<file path="src/rtl/sent_pkg.sv">
// sent_pkg: shared definitions for the SENT command dispatcher.
//   state_t        dispatcher FSM states
//   CMD_CONFIG/
//   CMD_FRAME      command-type encodings carried in cmd_type
//   *_LSB          bit offsets of the fields inside the 35-bit payload
//   cmd_t          one queued command {type, channel, payload}, 44 bits
package sent_pkg;

    typedef enum logic [1:0] {
        ST_IDLE  = 2'd0,
        ST_WAIT  = 2'd1,
        ST_ISSUE = 2'd2,
        ST_GAP   = 2'd3
    } state_t;

    localparam logic CMD_CONFIG = 1'b0;
    localparam logic CMD_FRAME  = 1'b1;

    localparam int unsigned PAYLOAD_W = 35;

    // Config payload layout: {ctick[34:27], ltick[26:19], pause_mode[18:17],
    // pause_len[16:1], crc_mode[0]}. Frame data sits in [31:0].
    localparam int unsigned CTICK_LSB = 27;
    localparam int unsigned LTICK_LSB = 19;
    localparam int unsigned PMODE_LSB = 17;
    localparam int unsigned PLEN_LSB  = 1;
    localparam int unsigned CRC_LSB   = 0;
    localparam int unsigned FDATA_LSB = 0;

    typedef struct packed {
        logic                 ctype;
        logic [7:0]           channel;
        logic [PAYLOAD_W-1:0] payload;
    } cmd_t;

    localparam int unsigned CMD_W = $bits(cmd_t);

endpackage

</file>
<file path="src/rtl/sent_dispatch_if.sv">
// sent_dispatch_if: command write port, per-channel status, channel strobes
// and sticky error flags of the SENT dispatcher.
//   master : command source / channel side (drives cmd_*, sent_ready,
//            sent_fifo_pfull, err_clr)
//   slave  : the dispatcher (drives cmd_full, strobes, fields, err_*)
interface sent_dispatch_if #(
    parameter int unsigned SENT_NUM = 1
);
    logic                cmd_vld;
    logic                cmd_type;
    logic [7:0]          cmd_channel;
    logic [34:0]         cmd_payload;
    logic                cmd_full;

    logic [SENT_NUM-1:0] sent_ready;
    logic [SENT_NUM-1:0] sent_fifo_pfull;

    logic                sent_config_vld;
    logic                sent_frame_vld;
    logic [7:0]          sent_config_channel;
    logic [7:0]          sent_ctick_len;
    logic [7:0]          sent_ltick_len;
    logic [1:0]          sent_pause_mode;
    logic [15:0]         sent_pause_len;
    logic                sent_crc_mode;
    logic [31:0]         sent_frame_data;

    logic                err_overflow;
    logic                err_badch;
    logic                err_timeout;
    logic                err_clr;

    modport master (
        output cmd_vld, cmd_type, cmd_channel, cmd_payload,
        output sent_ready, sent_fifo_pfull, err_clr,
        input  cmd_full,
        input  sent_config_vld, sent_frame_vld, sent_config_channel,
        input  sent_ctick_len, sent_ltick_len, sent_pause_mode,
        input  sent_pause_len, sent_crc_mode, sent_frame_data,
        input  err_overflow, err_badch, err_timeout
    );

    modport slave (
        input  cmd_vld, cmd_type, cmd_channel, cmd_payload,
        input  sent_ready, sent_fifo_pfull, err_clr,
        output cmd_full,
        output sent_config_vld, sent_frame_vld, sent_config_channel,
        output sent_ctick_len, sent_ltick_len, sent_pause_mode,
        output sent_pause_len, sent_crc_mode, sent_frame_data,
        output err_overflow, err_badch, err_timeout
    );

endinterface

</file>
<file path="src/rtl/sent_cmd_fifo.sv">
// sent_cmd_fifo: synchronous command queue with show-ahead head output.
//   clk, rst  clock, asynchronous active-high reset (clears pointers/count)
//   wr_en     write request; accepted when not full, or when full and a
//             pop happens in the same cycle
//   wr_data   entry to store
//   rd_en     pop the head (ignored when empty)
//   rd_data   current head, valid whenever empty is low
//   full      DEPTH entries stored
//   empty     no entries stored
module sent_cmd_fifo #(
    parameter int unsigned DEPTH = 16,
    parameter int unsigned WIDTH = 44
) (
    input  logic             clk,
    input  logic             rst,
    input  logic             wr_en,
    input  logic [WIDTH-1:0] wr_data,
    input  logic             rd_en,
    output logic [WIDTH-1:0] rd_data,
    output logic             full,
    output logic             empty
);
    localparam int unsigned AW = $clog2(DEPTH);

    logic [WIDTH-1:0] mem_q [DEPTH];
    logic [AW-1:0]    wr_ptr_q, wr_ptr_d;
    logic [AW-1:0]    rd_ptr_q, rd_ptr_d;
    logic [AW:0]      count_q, count_d;
    logic             do_wr, do_rd;

    always_comb begin
        full    = (count_q == (AW+1)'(DEPTH));
        empty   = (count_q == '0);
        rd_data = mem_q[rd_ptr_q];
    end

    always_comb begin
        do_rd = rd_en && !empty;
        // When full, the slot being written is the one being popped; the
        // head is read before the edge, so the overwrite is safe.
        do_wr = wr_en && (!full || do_rd);

        wr_ptr_d = do_wr ? wr_ptr_q + AW'(1) : wr_ptr_q;
        rd_ptr_d = do_rd ? rd_ptr_q + AW'(1) : rd_ptr_q;

        count_d = count_q;
        if (do_wr && !do_rd) begin
            count_d = count_q + (AW+1)'(1);
        end else if (do_rd && !do_wr) begin
            count_d = count_q - (AW+1)'(1);
        end
    end

    always_ff @(posedge clk or posedge rst) begin
        if (rst) begin
            wr_ptr_q <= '0;
            rd_ptr_q <= '0;
            count_q  <= '0;
        end else begin
            wr_ptr_q <= wr_ptr_d;
            rd_ptr_q <= rd_ptr_d;
            count_q  <= count_d;
        end
    end

    always_ff @(posedge clk) begin
        if (do_wr) begin
            mem_q[wr_ptr_q] <= wr_data;
        end
    end

endmodule

</file>
<file path="src/rtl/sent_dispatch.sv">
// sent_dispatch: queues config/frame commands and issues them in order to
// SENT channels, waiting for each channel's readiness.
//   clk, rst  clock, asynchronous active-high reset
//   bus       sent_dispatch_if slave port:
//             cmd_vld/cmd_type/cmd_channel/cmd_payload -> command write
//             cmd_full                                 <- queue full
//             sent_ready/sent_fifo_pfull               -> channel status
//             sent_config_vld/sent_frame_vld + fields  <- one-cycle strobes
//             err_overflow/err_badch/err_timeout       <- sticky errors
//             err_clr                                  -> clear errors
module sent_dispatch
    import sent_pkg::*;
#(
    parameter int unsigned SENT_NUM    = 1,
    parameter int unsigned CMD_DEPTH   = 16,
    parameter int unsigned TIMEOUT_CYC = 100000
) (
    input  logic        clk,
    input  logic        rst,
    sent_dispatch_if.slave bus
);

    cmd_t        wr_cmd, head;
    logic        fifo_full, fifo_empty, pop;
    logic        head_ch_ok, head_ready, head_pfull, head_elig;
    logic        set_ovf, set_badch, set_tmo;

    state_t      state_q, state_d;
    logic [31:0] wait_cnt_q, wait_cnt_d;

    logic        cfg_vld_q, cfg_vld_d;
    logic        frm_vld_q, frm_vld_d;
    logic [7:0]  chan_q, chan_d;
    logic [7:0]  ctick_q, ctick_d;
    logic [7:0]  ltick_q, ltick_d;
    logic [1:0]  pmode_q, pmode_d;
    logic [15:0] plen_q, plen_d;
    logic        crc_q, crc_d;
    logic [31:0] fdata_q, fdata_d;
    logic        err_ovf_q, err_ovf_d;
    logic        err_badch_q, err_badch_d;
    logic        err_tmo_q, err_tmo_d;

    always_comb begin
        wr_cmd.ctype   = bus.cmd_type;
        wr_cmd.channel = bus.cmd_channel;
        wr_cmd.payload = bus.cmd_payload;
    end

    sent_cmd_fifo #(
        .DEPTH (CMD_DEPTH),
        .WIDTH (CMD_W)
    ) u_fifo (
        .clk     (clk),
        .rst     (rst),
        .wr_en   (bus.cmd_vld),
        .wr_data (wr_cmd),
        .rd_en   (pop),
        .rd_data (head),
        .full    (fifo_full),
        .empty   (fifo_empty)
    );

    // Status of the head's channel; out-of-range channels read as blocked
    // but are filtered by head_ch_ok before eligibility matters.
    always_comb begin
        head_ready = 1'b0;
        head_pfull = 1'b1;
        for (int unsigned i = 0; i < SENT_NUM; i++) begin
            if (head.channel == 8'(i)) begin
                head_ready = bus.sent_ready[i];
                head_pfull = bus.sent_fifo_pfull[i];
            end
        end
        head_ch_ok = (32'(head.channel) < SENT_NUM);
        head_elig  = (head.ctype == CMD_CONFIG) ? head_ready : !head_pfull;
    end

    always_comb begin
        state_d    = state_q;
        wait_cnt_d = wait_cnt_q;
        pop        = 1'b0;
        set_badch  = 1'b0;
        set_tmo    = 1'b0;
        cfg_vld_d  = 1'b0;
        frm_vld_d  = 1'b0;
        chan_d     = chan_q;
        ctick_d    = ctick_q;
        ltick_d    = ltick_q;
        pmode_d    = pmode_q;
        plen_d     = plen_q;
        crc_d      = crc_q;
        fdata_d    = fdata_q;

        case (state_q)
            ST_IDLE: begin
                if (!fifo_empty) begin
                    state_d    = ST_WAIT;
                    wait_cnt_d = '0;
                end
            end
            ST_WAIT: begin
                if (!head_ch_ok) begin
                    pop       = 1'b1;
                    set_badch = 1'b1;
                    state_d   = ST_IDLE;
                end else if (head_elig) begin
                    // Strobe and fields are registered here so they appear
                    // during the ISSUE cycle.
                    state_d = ST_ISSUE;
                    chan_d  = head.channel;
                    if (head.ctype == CMD_CONFIG) begin
                        cfg_vld_d = 1'b1;
                        ctick_d   = head.payload[CTICK_LSB +: 8];
                        ltick_d   = head.payload[LTICK_LSB +: 8];
                        pmode_d   = head.payload[PMODE_LSB +: 2];
                        plen_d    = head.payload[PLEN_LSB +: 16];
                        crc_d     = head.payload[CRC_LSB];
                    end else begin
                        frm_vld_d = 1'b1;
                        fdata_d   = head.payload[FDATA_LSB +: 32];
                    end
                end else if (TIMEOUT_CYC != 0) begin
                    if (wait_cnt_q + 32'd1 == TIMEOUT_CYC) begin
                        pop     = 1'b1;
                        set_tmo = 1'b1;
                        state_d = ST_IDLE;
                    end else begin
                        wait_cnt_d = wait_cnt_q + 32'd1;
                    end
                end
            end
            ST_ISSUE: begin
                pop     = 1'b1;
                state_d = ST_GAP;
            end
            ST_GAP: begin
                state_d = ST_IDLE;
            end
            default: begin
                state_d = ST_IDLE;
            end
        endcase

        set_ovf     = bus.cmd_vld && fifo_full && !pop;
        err_ovf_d   = set_ovf   || (err_ovf_q   && !bus.err_clr);
        err_badch_d = set_badch || (err_badch_q && !bus.err_clr);
        err_tmo_d   = set_tmo   || (err_tmo_q   && !bus.err_clr);
    end

    always_ff @(posedge clk or posedge rst) begin
        if (rst) begin
            state_q     <= ST_IDLE;
            wait_cnt_q  <= '0;
            cfg_vld_q   <= 1'b0;
            frm_vld_q   <= 1'b0;
            chan_q      <= '0;
            ctick_q     <= '0;
            ltick_q     <= '0;
            pmode_q     <= '0;
            plen_q      <= '0;
            crc_q       <= 1'b0;
            fdata_q     <= '0;
            err_ovf_q   <= 1'b0;
            err_badch_q <= 1'b0;
            err_tmo_q   <= 1'b0;
        end else begin
            state_q     <= state_d;
            wait_cnt_q  <= wait_cnt_d;
            cfg_vld_q   <= cfg_vld_d;
            frm_vld_q   <= frm_vld_d;
            chan_q      <= chan_d;
            ctick_q     <= ctick_d;
            ltick_q     <= ltick_d;
            pmode_q     <= pmode_d;
            plen_q      <= plen_d;
            crc_q       <= crc_d;
            fdata_q     <= fdata_d;
            err_ovf_q   <= err_ovf_d;
            err_badch_q <= err_badch_d;
            err_tmo_q   <= err_tmo_d;
        end
    end

    always_comb begin
        bus.cmd_full            = fifo_full;
        bus.sent_config_vld     = cfg_vld_q;
        bus.sent_frame_vld      = frm_vld_q;
        bus.sent_config_channel = chan_q;
        bus.sent_ctick_len      = ctick_q;
        bus.sent_ltick_len      = ltick_q;
        bus.sent_pause_mode     = pmode_q;
        bus.sent_pause_len      = plen_q;
        bus.sent_crc_mode       = crc_q;
        bus.sent_frame_data     = fdata_q;
        bus.err_overflow        = err_ovf_q;
        bus.err_badch           = err_badch_q;
        bus.err_timeout         = err_tmo_q;
    end

endmodule

</file>
<file path="src/flat_wrapper.sv">
// flat-port wrapper written by rule: the top's interface ports become plain ports
module sent_dispatch_flat import sent_pkg::*;
#(
    parameter int unsigned SENT_NUM    = 1,
    parameter int unsigned CMD_DEPTH   = 16,
    parameter int unsigned TIMEOUT_CYC = 100000
)
  (clk, rst, bus_cmd_vld, bus_cmd_type, bus_cmd_channel, bus_cmd_payload, bus_sent_ready, bus_sent_fifo_pfull, bus_err_clr, bus_cmd_full, bus_sent_config_vld, bus_sent_frame_vld, bus_sent_config_channel, bus_sent_ctick_len, bus_sent_ltick_len, bus_sent_pause_mode, bus_sent_pause_len, bus_sent_crc_mode, bus_sent_frame_data, bus_err_overflow, bus_err_badch, bus_err_timeout);
  sent_dispatch_if #(.SENT_NUM(SENT_NUM)) bus_i ();
  input  logic clk;
  input  logic rst;
  input wire logic [$bits(bus_i.cmd_vld)-1:0] bus_cmd_vld;
  input wire logic [$bits(bus_i.cmd_type)-1:0] bus_cmd_type;
  input wire logic [$bits(bus_i.cmd_channel)-1:0] bus_cmd_channel;
  input wire logic [$bits(bus_i.cmd_payload)-1:0] bus_cmd_payload;
  input wire logic [$bits(bus_i.sent_ready)-1:0] bus_sent_ready;
  input wire logic [$bits(bus_i.sent_fifo_pfull)-1:0] bus_sent_fifo_pfull;
  input wire logic [$bits(bus_i.err_clr)-1:0] bus_err_clr;
  output wire logic [$bits(bus_i.cmd_full)-1:0] bus_cmd_full;
  output wire logic [$bits(bus_i.sent_config_vld)-1:0] bus_sent_config_vld;
  output wire logic [$bits(bus_i.sent_frame_vld)-1:0] bus_sent_frame_vld;
  output wire logic [$bits(bus_i.sent_config_channel)-1:0] bus_sent_config_channel;
  output wire logic [$bits(bus_i.sent_ctick_len)-1:0] bus_sent_ctick_len;
  output wire logic [$bits(bus_i.sent_ltick_len)-1:0] bus_sent_ltick_len;
  output wire logic [$bits(bus_i.sent_pause_mode)-1:0] bus_sent_pause_mode;
  output wire logic [$bits(bus_i.sent_pause_len)-1:0] bus_sent_pause_len;
  output wire logic [$bits(bus_i.sent_crc_mode)-1:0] bus_sent_crc_mode;
  output wire logic [$bits(bus_i.sent_frame_data)-1:0] bus_sent_frame_data;
  output wire logic [$bits(bus_i.err_overflow)-1:0] bus_err_overflow;
  output wire logic [$bits(bus_i.err_badch)-1:0] bus_err_badch;
  output wire logic [$bits(bus_i.err_timeout)-1:0] bus_err_timeout;
  assign bus_i.cmd_vld = bus_cmd_vld;
  assign bus_i.cmd_type = bus_cmd_type;
  assign bus_i.cmd_channel = bus_cmd_channel;
  assign bus_i.cmd_payload = bus_cmd_payload;
  assign bus_i.sent_ready = bus_sent_ready;
  assign bus_i.sent_fifo_pfull = bus_sent_fifo_pfull;
  assign bus_i.err_clr = bus_err_clr;
  assign bus_cmd_full = bus_i.cmd_full;
  assign bus_sent_config_vld = bus_i.sent_config_vld;
  assign bus_sent_frame_vld = bus_i.sent_frame_vld;
  assign bus_sent_config_channel = bus_i.sent_config_channel;
  assign bus_sent_ctick_len = bus_i.sent_ctick_len;
  assign bus_sent_ltick_len = bus_i.sent_ltick_len;
  assign bus_sent_pause_mode = bus_i.sent_pause_mode;
  assign bus_sent_pause_len = bus_i.sent_pause_len;
  assign bus_sent_crc_mode = bus_i.sent_crc_mode;
  assign bus_sent_frame_data = bus_i.sent_frame_data;
  assign bus_err_overflow = bus_i.err_overflow;
  assign bus_err_badch = bus_i.err_badch;
  assign bus_err_timeout = bus_i.err_timeout;
  sent_dispatch #(.SENT_NUM(SENT_NUM), .CMD_DEPTH(CMD_DEPTH), .TIMEOUT_CYC(TIMEOUT_CYC)) u_core (.clk(clk), .rst(rst), .bus(bus_i));
endmodule
</file>
<file path="config.mk">
export PLATFORM = sky130hd
export DESIGN_NAME = sent_dispatch_flat
export DESIGN_NICKNAME = d
export VERILOG_FILES = /design/src/rtl/sent_pkg.sv /design/src/rtl/sent_dispatch_if.sv /design/src/rtl/sent_cmd_fifo.sv /design/src/rtl/sent_dispatch.sv /design/src/flat_wrapper.sv
export SDC_FILE = /design/constraint.sdc
export NUM_CORES = 1
export LEC_CHECK = 0
export CORE_MARGIN = 5
export CORE_UTILIZATION = 47
export CTS_CLUSTER_SIZE = 20
export DETAILED_ROUTE_END_ITERATION = 10
export GPL_TIMING_DRIVEN = 1
export PLACE_DENSITY = 0.62
export SLEW_MARGIN = 5
export SYNTH_ARGS = -nofsm -noshare
export SYNTH_HDL_FRONTEND = slang
export SYNTH_SLANG_ARGS = --single-unit
export TNS_END_PERCENT = 30
</file>
<file path="constraint.sdc">
create_clock -name clk -period 11.5 [get_ports clk]
set_input_delay 2.875 -clock clk [delete_from_list [all_inputs] [get_ports clk]]
set_output_delay 2.875 -clock clk [all_outputs]
set_load 0.01 [all_outputs]
</file>
==> impl_metrics.tcl, run 1 <==
set metrics [dict create \
    status "finished, final reports clean" \
    antenna_left 0 \
    cts_root_buf "clkbuf_16" \
    grt.overflow.total 0 \
    drt-initial-drc-count 1490 \
    placed_cell_area_um2 35200 \
    dr.pass1.iters 6 \
    vdd.ir_drop.worst_v 0.000187 \
    crit_path_end_kind "flip-flop" \
    insertion_delay_ns 0.63 \
    place_inst 2882 \
    totalWireLength_um 75000 \
    rows 96 \
    grt_pass1_wl_um 114000 \
    start_util_pct 47.6 \
    relSlewSlack_pct 23.6 \
    synth_edf_count 704 \
    setup_violations 0 \
    min_period_ns 6.44 \
    rsz0062_at_grt "false" \
    hold_slack_ns 0.484 \
    layout_common_cells "704 x edfxtp_1, 152 x mux2i_1, 130 x clkdlybuf4s50_1" \
    synthArstFlopShare_pct 15.3 \
    core_um2 68800 \
    timing.final.crit_share_pct 56.0 \
    die_h_um 274 \
    drv_cap 0 \
    yosysTopAreaCell "edfxtp_1" \
    fmax_ghz 0.155 \
    crit_fanout 54 \
    nNetsFinal 2102 \
    static-leakage-power_nw 13.0 \
    die-area_um2 75100 \
    clk_pin_slew_ns 0.06 \
    synth_top_flop_cell "edfxtp_1" \
    htree_levels 3 \
    syn_inst 1891 \
    syn_area_um2 32800 \
    syn_area_per_cell_um2 17.3 \
    seq_area_frac_synth_pct 74.2 \
    arrival_ns 6.95 \
    vias_per_cell 5.87 \
    maxSlewViolCount 0 \
    place_congestion 0.830 \
    synth_top_area_share_pct 64.5 \
    cts_resized 0 \
    clock_path_buffers 3 \
    synth_area_leaders "edfxtp_1 64%, dfrtp_1 9.7%, mux4_2 5.6%" \
    syn2layout_area_growth_pct 16.0 \
    die_w_um 274 \
    ys_warn_count 0 \
    tightest_slew_ns 1.15 \
    layout_commonest_cell "edfxtp_1" \
    grt_max_degree 88 \
    wl_per_cell_um 24.7 \
    first_global_vias 18100 \
    tns_ns 0 \
    syn_nets 1955 \
    postCtsSetupBuffers 0 \
    design_area_um2 38000 \
    hpwl_um 43300 \
    n_antenna_cell 0 \
    drcViolationCount 0 \
    antenna_found_initial 2 \
    io_buffers 130 \
    vias 17800 \
    ctsHoldBuffers 0 \
    synth-seq-cells 831 \
    worst_clock_skew_ns 0.0288 \
    clkSinkCount 831 \
    hold_class "reg2reg" \
    tritoncts "done" \
    crit_path_start_kind "flip-flop" \
    grtUsageTotal_pct 19.9 \
    numCtsBuffers 85 \
    layout.cells.non_filler 3038 \
    drive_gt1_share_pct 14.8 \
    synth_cell_types 74 \
    crit_type "reg2reg" \
    io_pins 131 \
    cp_data_required_time_ns 12.01 \
    power_density_nw_per_um2 242 \
    hold_viol_final 0 \
]
==> layout make-up <==
class | count | area [um2]
fillers | 5311 | 30800
clock buffers | 103 | 2270
clock inverters | 53 | 586
flip-flops and latches | 831 | 24300
repair buffers | 163 | 1550
multi-input cells | 923 | 7990
inverters | 34 | 133
well taps | 931 | 1160
==> per-layer routing <==
metal  wire (um)  GRT usage (%)  vias to the layer above
li1            -              -                     7928
met1       32900           28.3                     9266
met2       36300           32.3                      528
met3        4120           3.16                      109
met4        1680           5.58                        2
met5          12              0                        -
==> power by group <==
part | leakage, nW | internal [mW] | total (mW) | switching, mW
registers | 8.01 | 3.67 | 3.88 | 0.214
logic | 3.61 | 1.03 | 2.51 | 1.48
clock network | 1.39 | 1.66 | 2.79 | 1.14
==> synth_stat cells (all sizes together), types with 3 or more instances <==
| cell type | instances |
|---|---|
| xnor2 | 11 |
| mux2i | 152 |
| nor2b | 5 |
| mux2 | 21 |
| nor4 | 32 |
| and2 | 25 |
| and4 | 3 |
| or3b | 4 |
| o21ai | 70 |
| nand3 | 20 |
| a21o | 9 |
| ha | 13 |
| a31oi | 62 |
| a2111oi | 3 |
| a222oi | 3 |
| a221oi | 68 |
| o31a | 4 |
| nor3 | 22 |
| xor2 | 12 |
| nor3b | 6 |
| a22oi | 36 |
| buf | 44 |
| nand2b | 9 |
| a21oi | 35 |
| inv | 32 |
| o311ai | 4 |
| nor2 | 66 |
| or2 | 4 |
| mux4 | 81 |
| o22ai | 4 |
| or4 | 6 |
| or3 | 7 |
| clkbuf | 59 |
| dfrtp | 127 |
| nand2 | 64 |
| o31ai | 3 |
| and3 | 8 |
| nand4 | 19 |
| edfxtp | 704 |
| nand3b | 4 |
==> flip-flops by register name (all words and copies together) (netlist names), 5 cells and up, named ones only <==
signal and flops:
u_core.u_fifo.count_q 5, u_core.u_fifo.mem_q 704, u_core.bus.sent_ltick_len 8, u_core.bus.sent_ctick_len 8
u_core.wait_cnt_q 32, u_core.bus.sent_config_channel 8, u_core.bus.sent_frame_data 32, u_core.bus.sent_pause_len 16
==> worst max-delay path, cell delays in order, from the launching register on <==
cell and delay [ns]:
dfrtp_4 0.98, buf_4 0.76, mux4_2 0.59, mux2_2 0.27, a211oi_1 0.22, nand4_1 0.16, a22oi_2 0.57, a31oi_1 0.17
a21oi_1 0.74, inv_1 0.30, ha_1 0.35, inv_1 0.13, ha_1 0.28, a21o_1 0.19, a21oi_1 0.17, xnor2_1 0.14
nor2_1 0.07, xor2_1 0.14
==> cells by family (layout without fill, tap and decap cells) <==
| kind of cell | count (synthesis) | in the layout | share of synthesized area, % |
|---|---|---|---|
| simple gates | 307 | 307 | 5.16 |
| buf+inv | 137 | 353 | 1.69 |
| compound gates | 325 | 325 | 6.86 |
| xor+xnor | 23 | 23 | 0.615 |
| fa+ha+maj | 14 | 14 | 0.557 |
| flops | 831 | 831 | 74.2 |
| mux | 254 | 254 | 10.9 |
==> final timing paths <==
kind,from,to,slack (ns),cells past startpoint
worst min-delay path,u_core.bus.sent_config_channel[0],u_core.bus.sent_config_channel[0],0.48,1
max in group asynchronous,rst,u_core.u_fifo.rd_ptr_q[0],7.47,3
min in group asynchronous,rst,u_core.wait_cnt_q[15],2.82,2
worst max register to register,u_core.u_fifo.rd_ptr_q[0],u_core.u_fifo.count_q[4],5.06,17
worst max-delay path,u_core.u_fifo.rd_ptr_q[0],u_core.u_fifo.count_q[4],5.06,17
worst min register to register,u_core.bus.sent_config_channel[0],u_core.bus.sent_config_channel[0],0.48,1
==> through the flow <==
stage                     setup slack (ns)  power, mW  utilization (%)
after detailed placement              5.03       6.47             51.1
after CTS                             5.02       9.27             55.2
after floorplan                       3.21       5.51                -
after global placement                5.17       6.43             51.1
after global routing                  4.67       9.62             55.2
final                                 5.06       9.18             55.2
(Power assumes the default switching activity.)
==> run 2, diff against run 1 <==
--- a/config.mk
+++ b/config.mk
@@ -10,7 +10,7 @@
 export CTS_CLUSTER_SIZE = 20
 export DETAILED_ROUTE_END_ITERATION = 10
 export GPL_TIMING_DRIVEN = 1
-export PLACE_DENSITY = 0.62
+export PLACE_DENSITY = 0.65
 export SLEW_MARGIN = 5
 export SYNTH_ARGS = -nofsm -noshare
 export SYNTH_HDL_FRONTEND = slang
==> constraint.sdc (replaced) <==
create_clock -name clk -period 5.65 [get_ports clk]
set_input_delay 1.4125 -clock clk [delete_from_list [all_inputs] [get_ports clk]]
set_output_delay 1.4125 -clock clk [all_outputs]
set_load 0.01 [all_outputs]
==> impl_metrics.tcl, run 2 (synthesis results as in run 1) <==
set metrics [dict create \
    static-leakage-power_nw 13.1 \
    antenna_found_initial 5 \
    start_util_pct 47.6 \
    multi_input_area_um2 7990 \
    hpwl_um 44200 \
    r2r_end "u_core.u_fifo.count_q[4]" \
    insertion_delay_ns 0.64 \
    largest_reg_flops 704 \
    timing.final.crit_share_pct 92.1 \
    vdd.ir_drop.worst_v 0.000299 \
    dr.pass1.iters 5 \
    rsz0062_at_grt "false" \
    crit_path_start_kind "flip-flop" \
    fmax_ghz 0.192 \
    syn2layout_area_growth_pct 16.7 \
    wl_per_cell_um 24.9 \
    numCtsBuffers 86 \
    cts_root_buf "clkbuf_16" \
    tritoncts "done" \
    drv_cap 0 \
    place_congestion 0.872 \
    switchingPower_mw 5.79 \
    drive_gt1_share_pct 15.7 \
    vias_per_cell 5.89 \
    grtUsageTotal_pct 20.2 \
    min_period_ns 5.20 \
    grt_pass1_wl_um 115000 \
    die_h_um 274 \
    p_clk_share_pct 29.5 \
    arrival_ns 5.70 \
    cp_data_required_time_ns 6.15 \
    grt_max_degree 73 \
    clock_path_buffers 3 \
    crit_fanout 8 \
    hold_slack_ns 0.481 \
    antenna_left 0 \
    io_pins 131 \
    status "finished, final reports clean" \
    switching_share_pct 31.3 \
    hold_class "reg2reg" \
    grt.overflow.total 0 \
    drt-initial-drc-count 1492 \
    regToRegStartpoint "u_core.wait_cnt_q[0]" \
    totalWireLength_um 76600 \
    layout_common_cells "704 x edfxtp_1, 152 x mux2i_1, 130 x clkdlybuf4s50_1" \
    clkSinkCount 831 \
    comb_power_share_pct 28.0 \
    seqCellArea_um2 24300 \
    tightest_slew_ns 1.03 \
    crit_start "u_core.wait_cnt_q[0]" \
    rows 96 \
    hold_viol_final 0 \
    die_w_um 274 \
    worstRegToRegCells 17 \
    clk_pin_slew_ns 0.06 \
    internal_power_mw 12.7 \
    critPathCapture "u_core.u_fifo.count_q[4]" \
    vias 18100 \
    crit_path_end_kind "flip-flop" \
    fin_ws_ns 0.449 \
    core_um2 68800 \
    r2r_setup_slack_ns 0.45 \
    htree_levels 3 \
    power_density_nw_per_um2 485 \
    first_global_vias 18100 \
    setup_violations 0 \
    die-area_um2 75100 \
    maxSlewViolCount 0 \
    crit_type "reg2reg" \
    layout_commonest_cell "edfxtp_1" \
    n_fill_cell 5241 \
    p_seq_share_pct 42.5 \
    relSlewSlack_pct 31.2 \
    top_register "u_core.u_fifo.mem_q" \
    nNetsFinal 2128 \
    io_buffers 130 \
    pre_cts_ws_ns 0.320 \
    drcViolationCount 0 \
    worst_clock_skew_ns 0.0275 \
]
[run 2: cell types whose count changed in the layout (fill, tap and decap cells not counted), sizes merged]
cell / delta
clkinvlp: +1
clkbuf: +11
bufinv: -7
clkinv: -1
inv: +1
diode: +1
buf: +25
[run 2: power groups by stage]
stage	clock network, mW	logic, mW	registers (mW)
6_report	5.46	5.19	7.88
5_1_grt	5.84	5.57	7.95
4_1_cts	5.57	5.24	7.89
3_5_place_dp	0	5.22	8.01
3_3_place_gp	0	5.16	7.97
2_1_floorplan	0	3.31	7.91
[run 2: how the worst min path moves through the flow]
stage | startpoint | endpoint | slack, ns | cells after the start
global route | u_core.bus.sent_config_channel[6] | u_core.bus.sent_config_channel[6] | 0.50 | 1
detailed placement | u_core.bus.sent_config_channel[1] | u_core.bus.sent_config_channel[1] | 0.47 | 1
CTS | u_core.bus.sent_config_channel[5] | u_core.bus.sent_config_channel[5] | 0.49 | 1
global placement | u_core.bus.sent_config_channel[0] | u_core.bus.sent_config_channel[0] | 0.47 | 1
floorplan | u_core.u_fifo.count_q[4] | u_core.u_fifo.count_q[4] | 0.46 | 1
finish | u_core.bus.sent_config_channel[5] | u_core.bus.sent_config_channel[5] | 0.48 | 1
[run 2: metal layers]
| layer | vias up | track usage, % | wire length [um] |
|---|---|---|---|
| met2 | 608 | 33.8 | 38100 |
| met5 | - | 0 | 34 |
| met1 | 9359 | 27.8 | 31900 |
| li1 | 7995 | - | - |
| met3 | 102 | 3.47 | 5030 |
| met4 | 6 | 5.24 | 1490 |
[run 2: final cells by class]
cell class | instances | area share, %
multi-input cells | 923 | 20.9
clock buffers | 114 | 6.14
flip-flops and latches | 831 | 63.6
diodes | 1 | 0.00654
repair buffers | 188 | 4.87
well taps | 931 | 3.05
inverters | 34 | 0.347
clock inverters | 47 | 1.07
[run 2: per-stage QoR]
stage | TNS (ns) | std cells | total power, mW | utilization [%] | instance area, um2
after floorplan | -287.50 | 1891 | 11.2 | - | 32800
after global placement | 0 | 2906 | 13.1 | 51.5 | 35500
after detailed placement | 0 | 2906 | 13.2 | 51.5 | 35500
after CTS | 0 | 3067 | 18.7 | 55.5 | 38200
after global routing | 0 | 3069 | 19.4 | 55.6 | 38200
final | 0 | 3069 | 18.5 | 55.6 | 38200
[run 2: what timing repair did]
item                       CTS  global route
gates resized for setup      0             2
hold buffers                 0             0
setup buffers                0             1
setup endpoints to repair    0            39
[run 2: critical path, stage by stage, from the launching register on]
cell and delay, ns:
dfrtp_1 0.44, ha_1 0.29, nand4_2 0.26, or4_1 0.59, o31a_1 0.12, a2111oi_1 0.49, o21ai_0 0.36, nor4_1 0.47
a21oi_1 0.33, inv_1 0.29, ha_1 0.28, inv_1 0.11, ha_1 0.34, a21o_1 0.19, a21oi_1 0.17, xnor2_1 0.14
nor2_1 0.07, xor2_1 0.15
==> run 3, diff against run 2 <==
--- a/config.mk
+++ b/config.mk
@@ -7,6 +7,7 @@
 export LEC_CHECK = 0
 export CORE_MARGIN = 5
 export CORE_UTILIZATION = 47
+export CTS_CLUSTER_DIAMETER = 40
 export CTS_CLUSTER_SIZE = 20
 export DETAILED_ROUTE_END_ITERATION = 10
 export GPL_TIMING_DRIVEN = 1
==> impl_metrics.tcl, run 3 (synthesis results as in run 1) <==
set metrics [dict create \
    internal_power_mw 14.4 \
    htree_levels 3 \
    crit_family "compound AO/OA/AOI/OAI gates" \
    crit_path_start_kind "flip-flop" \
    die-area_um2 75100 \
    r2r_setup_slack_ns 0.45 \
    syn2layout_area_growth_pct 20.9 \
    wl_per_cell_um 24.8 \
    cp_common_cell "ha_1" \
    rows 96 \
    layout.cells.non_filler 3121 \
    hold_class "reg2reg" \
    drive_gt1_share_pct 18.8 \
    setup_violations 0 \
    grt_pass1_wl_um 117000 \
    place_inst 2906 \
    status "finished, final reports clean" \
    dr.pass1.iters 7 \
    fmax_ghz 0.192 \
    clk_pin_slew_ns 0.05 \
    comb_power_share_pct 25.1 \
    io_buffers 130 \
    io_pins 131 \
    grt.overflow.total 0 \
    hold_viol_final 0 \
    vias 18300 \
    placed_cell_area_um2 35500 \
    layout_common_cells "704 x edfxtp_1, 152 x mux2i_1, 130 x clkdlybuf4s50_1" \
    min_period_ns 5.20 \
    timing.final.crit_share_pct 92.0 \
    start_util_pct 47.6 \
    static-leakage-power_nw 13.8 \
    crit_path_end_kind "flip-flop" \
    arrival_ns 5.73 \
    grtUsageTotal_pct 20.6 \
    totalWireLength_um 77600 \
    first_global_vias 18600 \
    path_buf_inv 2 \
    nNetsFinal 2154 \
    vias_per_cell 5.85 \
    antenna_left 0 \
    top_register "u_core.u_fifo.mem_q" \
    clkSinkCount 831 \
    drt-initial-drc-count 1602 \
    drcViolationCount 0 \
    slowest_stage "or4_1" \
    cp_data_required_time_ns 6.18 \
    relSlewSlack_pct 30.9 \
    crit_type "reg2reg" \
    layout_commonest_cell "edfxtp_1" \
    core_um2 68800 \
    max_stage_delay_ns 0.59 \
    grt_max_degree 73 \
    largest_reg_flops 704 \
    tns_ns 0 \
    power_density_nw_per_um2 521 \
    drv_cap 0 \
    switching_share_pct 30.3 \
    insertion_delay_ns 0.67 \
    cp_cell_sequence "ha_1, nand4_2, or4_1, o31a_1, a2111oi_1, o21ai_0, nor4_1, a21oi_1, inv_1, ha_1, inv_1, ha_1, a21o_1, a21oi_1, xnor2_1, nor2_1, xor2_1" \
    vdd.ir_drop.worst_v 0.000408 \
    antenna_found_initial 6 \
    die_h_um 274 \
    design_area_um2 39600 \
    maxSlewViolCount 0 \
    p_clk_share_pct 36.8 \
    clock_path_buffers 3 \
    switchingPower_mw 6.27 \
    crit_fanout 8 \
    numCtsBuffers 112 \
    place_congestion 0.872 \
    n_fill_cell 5108 \
    p_seq_share_pct 38.2 \
    cts_root_buf "clkbuf_16" \
    rsz0062_at_grt "false" \
    hpwl_um 44200 \
    tritoncts "done" \
    worst_clock_skew_ns 0.0306 \
    tightest_slew_ns 1.04 \
    die_w_um 274 \
]
run 3: changes by cell type in the layout (fill, tap and decap cells not counted), moves of 3 or more:
cell	before	now
clkbuf_1	20	4
bufinv_16	4	20
inv_8	0	8
clkinvlp_4	5	8
clkbuf_16	87	115
clkinv_2	15	12
clkinv_1	15	8
clkinv_4	3	7
inv_6	5	21
clkinv_8	1	5
run 3: routing by layer:
layer / routed length [um] / part of all wire [%] / GRT usage [%] / vias to the layer above
met3: 5110 / 6.6 / 4.01 / 105
met4: 1510 / 1.9 / 5.64 / 8
met2: 38500 / 50 / 34.3 / 592
met1: 32400 / 42 / 28.1 / 9463
li1: - / - / - / 8088
met5: 47 / 0.061 / 0 / -
run 3: final timing paths:
check                           depth (start not counted)                                end                              start
max in group asynchronous                               3     u_core.bus.sent_frame_data[25]                                rst
min in group asynchronous                               2              u_core.wait_cnt_q[12]                                rst
worst max register to register                         17           u_core.u_fifo.count_q[4]               u_core.wait_cnt_q[0]
worst min register to register                          1  u_core.bus.sent_config_channel[5]  u_core.bus.sent_config_channel[5]
worst min-delay path                                    1  u_core.bus.sent_config_channel[5]  u_core.bus.sent_config_channel[5]
worst max-delay path                                   17           u_core.u_fifo.count_q[4]               u_core.wait_cnt_q[0]
run 3: cell type report:
class / instances / area [um2] / share of cell area (%)
Antenna cell: 1 / 2.50 / 0.00631
Clock buffer: 125 / 2980 / 7.50
Clock inverter: 88 / 1190 / 2.99
Inverter: 34 / 133 / 0.335
Multi-Input combinational cell: 923 / 7990 / 20.2
Sequential cell: 831 / 24300 / 61.4
Tap cell: 931 / 1160 / 2.94
Timing Repair Buffer: 188 / 1860 / 4.70
run 3: per-stage QoR:
step,power (mW),utilization (%),hold WS [ns],worst slack (ns)
after global routing,21.6,57.6,0.501,0.0786
after global placement,13.1,51.5,0.472,0.427
after CTS,20.9,57.6,0.487,0.286
after detailed placement,13.2,51.5,0.470,0.320
after floorplan,11.2,-,0.455,-1.63
final,20.7,57.6,0.482,0.453
run 3: timing repair:
item / in CTS / in global routing
hold buffers: 0 / 0
endpoints found under the setup margin: 0 / 39
buffers inserted: 0 / 1
resized for setup: 0 / 2
run 3: power by group through the flow:
| stage | clock network [mW] | registers [mW] | logic [mW] |
|---|---|---|---|
| after floorplan | 0 | 7.91 | 3.31 |
| after global placement | 0 | 7.97 | 5.16 |
| after detailed placement | 0 | 8.01 | 5.22 |
| after CTS | 7.72 | 7.89 | 5.24 |
| after global routing | 8.03 | 7.96 | 5.57 |
| final | 7.60 | 7.89 | 5.19 |
==> edit 1: new RTL, flow settings as in run 3 <==
Compare `count_q` against `(AW+1)'(DEPTH)` with >= in place of ==.
--- a/src/rtl/sent_cmd_fifo.sv
+++ b/src/rtl/sent_cmd_fifo.sv
@@ -31,3 +31,3 @@
     always_comb begin
-        full    = (count_q == (AW+1)'(DEPTH));
+        full    = (count_q >= (AW+1)'(DEPTH));
         empty   = (count_q == '0);
Behaviour: no difference found for any inputs over 4 cycles, from zero or initial values and one cycle with rst high; that may be too few to reach the edited logic, so the function may still have changed.
==> edit 1 against run 3 <==
- synthesized cell count increased by 1.1%
- critical path depth did not move
- largest power group unchanged
- area after synthesis is 0.90% higher
- highest routed layer unchanged
- utilization down 0.99 points
- critical path type unchanged
- power shrank 2.8%
- worst setup slack better by 310 ps
- count of clock-buffer cells in the layout increased by 4
- routed wire length is 0.63% lower
- sequential share of layout area up 0.12 points
- sequential cell count is the same
- cell area down 0.18%
==> edit 1: results <==
export IMPL_gp_congestion=0.840
export IMPL_cts_root_buf="clkbuf_16"
export IMPL_finish_instance_area_sq_um=39600
export IMPL_grt_pass1_vias=18716
export IMPL_wl_um=77100
export IMPL_peakVddDrop_v=0.000321
export IMPL_cp_data_arrival_time_ps=5420
export IMPL_cp_max_fo=15
export IMPL_numCtsBuffers=113
export IMPL_stdcell_count=3141
export IMPL_hpwl_um=43000
export IMPL_dr_wl_met2_um=38100
export IMPL_yosysUniqueCellTypes=78
export IMPL_clock_skew_ps=30.7
export IMPL_met3_length_um=4460
export IMPL_drive_gt1_frac=0.186
export IMPL_fin_nets=2162
export IMPL_synthTopCellsByCount="704 x edfxtp_1, 127 x dfrtp_1, 112 x mux2i_1"
export IMPL_placed_area_sq_um=35600
export IMPL_cp_slowest_cell="nor4_2"
export IMPL_grt_pass1_wl_um=116000
export IMPL_fin_crit_sh=0.866
export IMPL_dp_cells=2923
export IMPL_routed_via_count=18304
export IMPL_status="complete, no violations"
export IMPL_wl_met1_um=32400
export IMPL_r2r_slack_ps=760
export IMPL_drt_iter0_markers=1691
export IMPL_crit_family="simple AND/OR/NAND/NOR gates"
export IMPL_n_fill_cell=5386
export IMPL_post_place_ws_ps=855
export IMPL_yosysSeqAreaShare=0.735
export IMPL_synthTopCellsByArea="edfxtp_1 64%, dfrtp_1 9.6%, mux4_2 5.6%"
export IMPL_io_buffers=130
export IMPL_power_switching_mw=6.26
export IMPL_grt_max_degree=110
export IMPL_syn_nets=1976
## edit 1: cell types whose count changed after synthesis, moves of 11 or more
| cell | delta |
|---|---|
| nor2_1 | -25 |
| o21ai_0 | +12 |
| or3_1 | +11 |
| mux2i_1 | -40 |
| mux2_2 | +13 |
| a21oi_1 | +21 |
| and2_1 | -17 |
| mux2_1 | +59 |
| nand2_1 | +28 |
| a211oi_1 | +14 |
| a221oi_1 | -35 |
| nand3_1 | +14 |
| a31oi_1 | -57 |
## edit 1: area by class of cell
| class | count | share of cell area |
|---|---|---|
| Antenna cell | 2 | 0.000126 |
| Clock buffer | 129 | 0.0745 |
| Clock inverter | 87 | 0.0249 |
| Inverter | 22 | 0.00221 |
| Multi-Input combinational cell | 951 | 0.209 |
| Sequential cell | 831 | 0.615 |
| Tap cell | 940 | 0.0297 |
| Timing Repair Buffer | 179 | 0.0450 |
## edit 1: cells by family after synthesis
| logic type | after synthesis | synth area share |
|---|---|---|
| xor+xnor | 19 | 0.00503 |
| fa+ha+maj | 14 | 0.00552 |
| buf+inv | 130 | 0.0174 |
| flops | 831 | 0.735 |
| mux | 287 | 0.121 |
| simple gates | 338 | 0.0566 |
| compound gates | 293 | 0.0589 |
## edit 1: path summary, 6_finish.rpt
check	from	to	depth (start not counted)
min reg2reg	u_core.bus.sent_frame_data[5]$_DFFE_PP0P_	u_core.bus.sent_frame_data[5]$_DFFE_PP0P_	1
max	u_core.wait_cnt_q[2]$_DFFE_PP0P_	u_core.u_fifo.count_q[4]$_DFFE_PP0P_	17
max reg2reg	u_core.wait_cnt_q[2]$_DFFE_PP0P_	u_core.u_fifo.count_q[4]$_DFFE_PP0P_	17
min	u_core.bus.sent_frame_data[5]$_DFFE_PP0P_	u_core.bus.sent_frame_data[5]$_DFFE_PP0P_	1
max in group asynchronous	rst	u_core.bus.sent_ltick_len[3]$_DFFE_PP0P_	3
min in group asynchronous	rst	u_core.bus.sent_pause_mode[0]$_DFFE_PP0P_	2
## edit 1: per-layer routing
layer,global-route usage,up-vias
met1,0.282,9450
met2,0.336,619
met5,0,-
met3,0.0348,135
met4,0.0612,4
li1,-,8096
## edit 1: power by group through the flow
stage	combinational, mW	clock [mW]	sequential, mW
3_5_place_dp	5.22	0	7.89
4_1_cts	5.25	7.31	7.77
5_1_grt	5.60	7.59	7.84
3_3_place_gp	5.13	0	7.85
2_1_floorplan	3.33	0	7.82
6_report	5.16	7.17	7.76
==> edit 2: new RTL, settings of run 3 <==
Without the edit above. `SENT_NUM` is set to 1 in 3 places; all go to 2.
--- a/src/rtl/sent_dispatch_if.sv
+++ b/src/rtl/sent_dispatch_if.sv
@@ -6,3 +6,3 @@
 interface sent_dispatch_if #(
-    parameter int unsigned SENT_NUM = 1
+    parameter int unsigned SENT_NUM = 2
 );
--- a/src/rtl/sent_dispatch.sv
+++ b/src/rtl/sent_dispatch.sv
@@ -13,3 +13,3 @@
 #(
-    parameter int unsigned SENT_NUM    = 1,
+    parameter int unsigned SENT_NUM    = 2,
     parameter int unsigned CMD_DEPTH   = 16,
--- a/src/flat_wrapper.sv
+++ b/src/flat_wrapper.sv
@@ -3,3 +3,3 @@
 #(
-    parameter int unsigned SENT_NUM    = 1,
+    parameter int unsigned SENT_NUM    = 2,
     parameter int unsigned CMD_DEPTH   = 16,
Ports: changed (resized bus_sent_fifo_pfull and bus_sent_ready); port bits go from 131 to 133. The function was not compared with the original's and may differ.
==> edit 2 against run 3 <==
- cell area decreased by 0.32%
- critical path type unchanged
- sequential cell count unchanged
- routed wire length decreased by 0.20%
- worst setup slack improved by 170 ps
- power decreased by 2.3%
- fmax increased by 3.4%
- synthesized cell count decreased by 2.2%
- area after synthesis increased by 0.84%
==> edit 2: results <==
export IMPL_r2r_slack_ps=620
export IMPL_drive_gt1_frac=0.207
export IMPL_wl_um=77400
export IMPL_p_int_mw=13.9
export IMPL_power_leakage_nw=13.8
export IMPL_grt_antenna_before_repair=3
export IMPL_clock_skew_ps=64.9
export IMPL_max_slew_margin=0.259
export IMPL_grt_pass1_wl_um=117000
export IMPL_numCtsBuffers=110
export IMPL_cp_slowest_stage_delay_ps=920
export IMPL_grt_pass1_vias=18575
export IMPL_status="complete, no violations"
export IMPL_gp_congestion=0.930
export IMPL_n_fill_cell=5287
export IMPL_vias_per_cell=5.90
export IMPL_yosysSeqAreaShare=0.736
export IMPL_syn_inst=1850
export IMPL_cp_max_fo=29
export IMPL_grt_usage=0.204
export IMPL_io_buffers=132
export IMPL_peakVddDrop_v=0.000413
export IMPL_synthTopCellsByCount="704 x edfxtp_1, 152 x mux2i_1, 127 x dfrtp_1"
export IMPL_r2r_cells=16
export IMPL_stdcell_count=3081
export IMPL_fin_nets=2107
export IMPL_syn_nets=1916
export IMPL_grt_max_degree=135
export IMPL_startpoint="u_core.u_fifo.rd_ptr_q[2]$_DFFE_PP0P_"
export IMPL_hpwl_um=44300
export IMPL_r2r_start="u_core.u_fifo.rd_ptr_q[2]$_DFFE_PP0P_"
export IMPL_synthTopCellsByArea="edfxtp_1 64%, dfrtp_1 9.6%, mux4_2 6.2%"
-- edit 2: cell count changes after synthesis, moves of 12 or more --
cell | run 3 | this run
and3_1 | 8 | 25
o21ai_0 | 64 | 46
a31oi_1 | 62 | 2
mux2_2 | 20 | 74
nand3_1 | 20 | 32
nor4_1 | 29 | 14
nand2_1 | 64 | 78
buf_2 | 23 | 9
nor2_1 | 66 | 41
a21oi_1 | 35 | 17
-- edit 2: metrics by stage --
stage	hold WS, ps	setup slack (ps)	cell area (sq um)	total power [mW]
6_report	492	621	39500	20.2
5_1_grt	506	201	39500	21.1
4_1_cts	487	651	39500	20.4
3_5_place_dp	474	687	35700	13.4
3_3_place_gp	467	794	35700	13.3
2_1_floorplan	467	853	33100	11.4
-- edit 2: routing by layer --
layer  GRT usage  wire [um]
met5           0          0
met4      0.0563       1700
met3      0.0388       4520
met2       0.338      38500
met1       0.281      32700
-- edit 2: cell type report --
| type | count | share of cell area |
|---|---|---|
| flip-flops and latches | 831 | 0.616 |
| multi-input cells | 896 | 0.208 |
| clock buffers | 128 | 0.0726 |
| repair buffers | 179 | 0.0481 |
| well taps | 940 | 0.0298 |
| clock inverters | 82 | 0.0230 |
| inverters | 23 | 0.00231 |
| diodes | 2 | 0.000127 |
-- edit 2: worst max-delay path: cells and delay by family (launching register included) --
family	cells	cell delay, ps
DFF	1	920
buffers and inverters	1	110
xor gates and xnor gates	2	280
AOI/OAI and AO/OA	6	1910
adders and majority gates	2	640
and+or+nand+nor	5	1030
-- edit 2: kinds of logic after synthesis --
group,Yosys count,synth area share
AND/OR/NAND/NOR,301,0.0491
XOR/XNOR,17,0.00450
buffers and inverters,123,0.0164
flip-flops,831,0.736
AO/OA/AOI/OAI,237,0.0522
multiplexers,327,0.137
adder cells (fa/ha/maj),14,0.00553
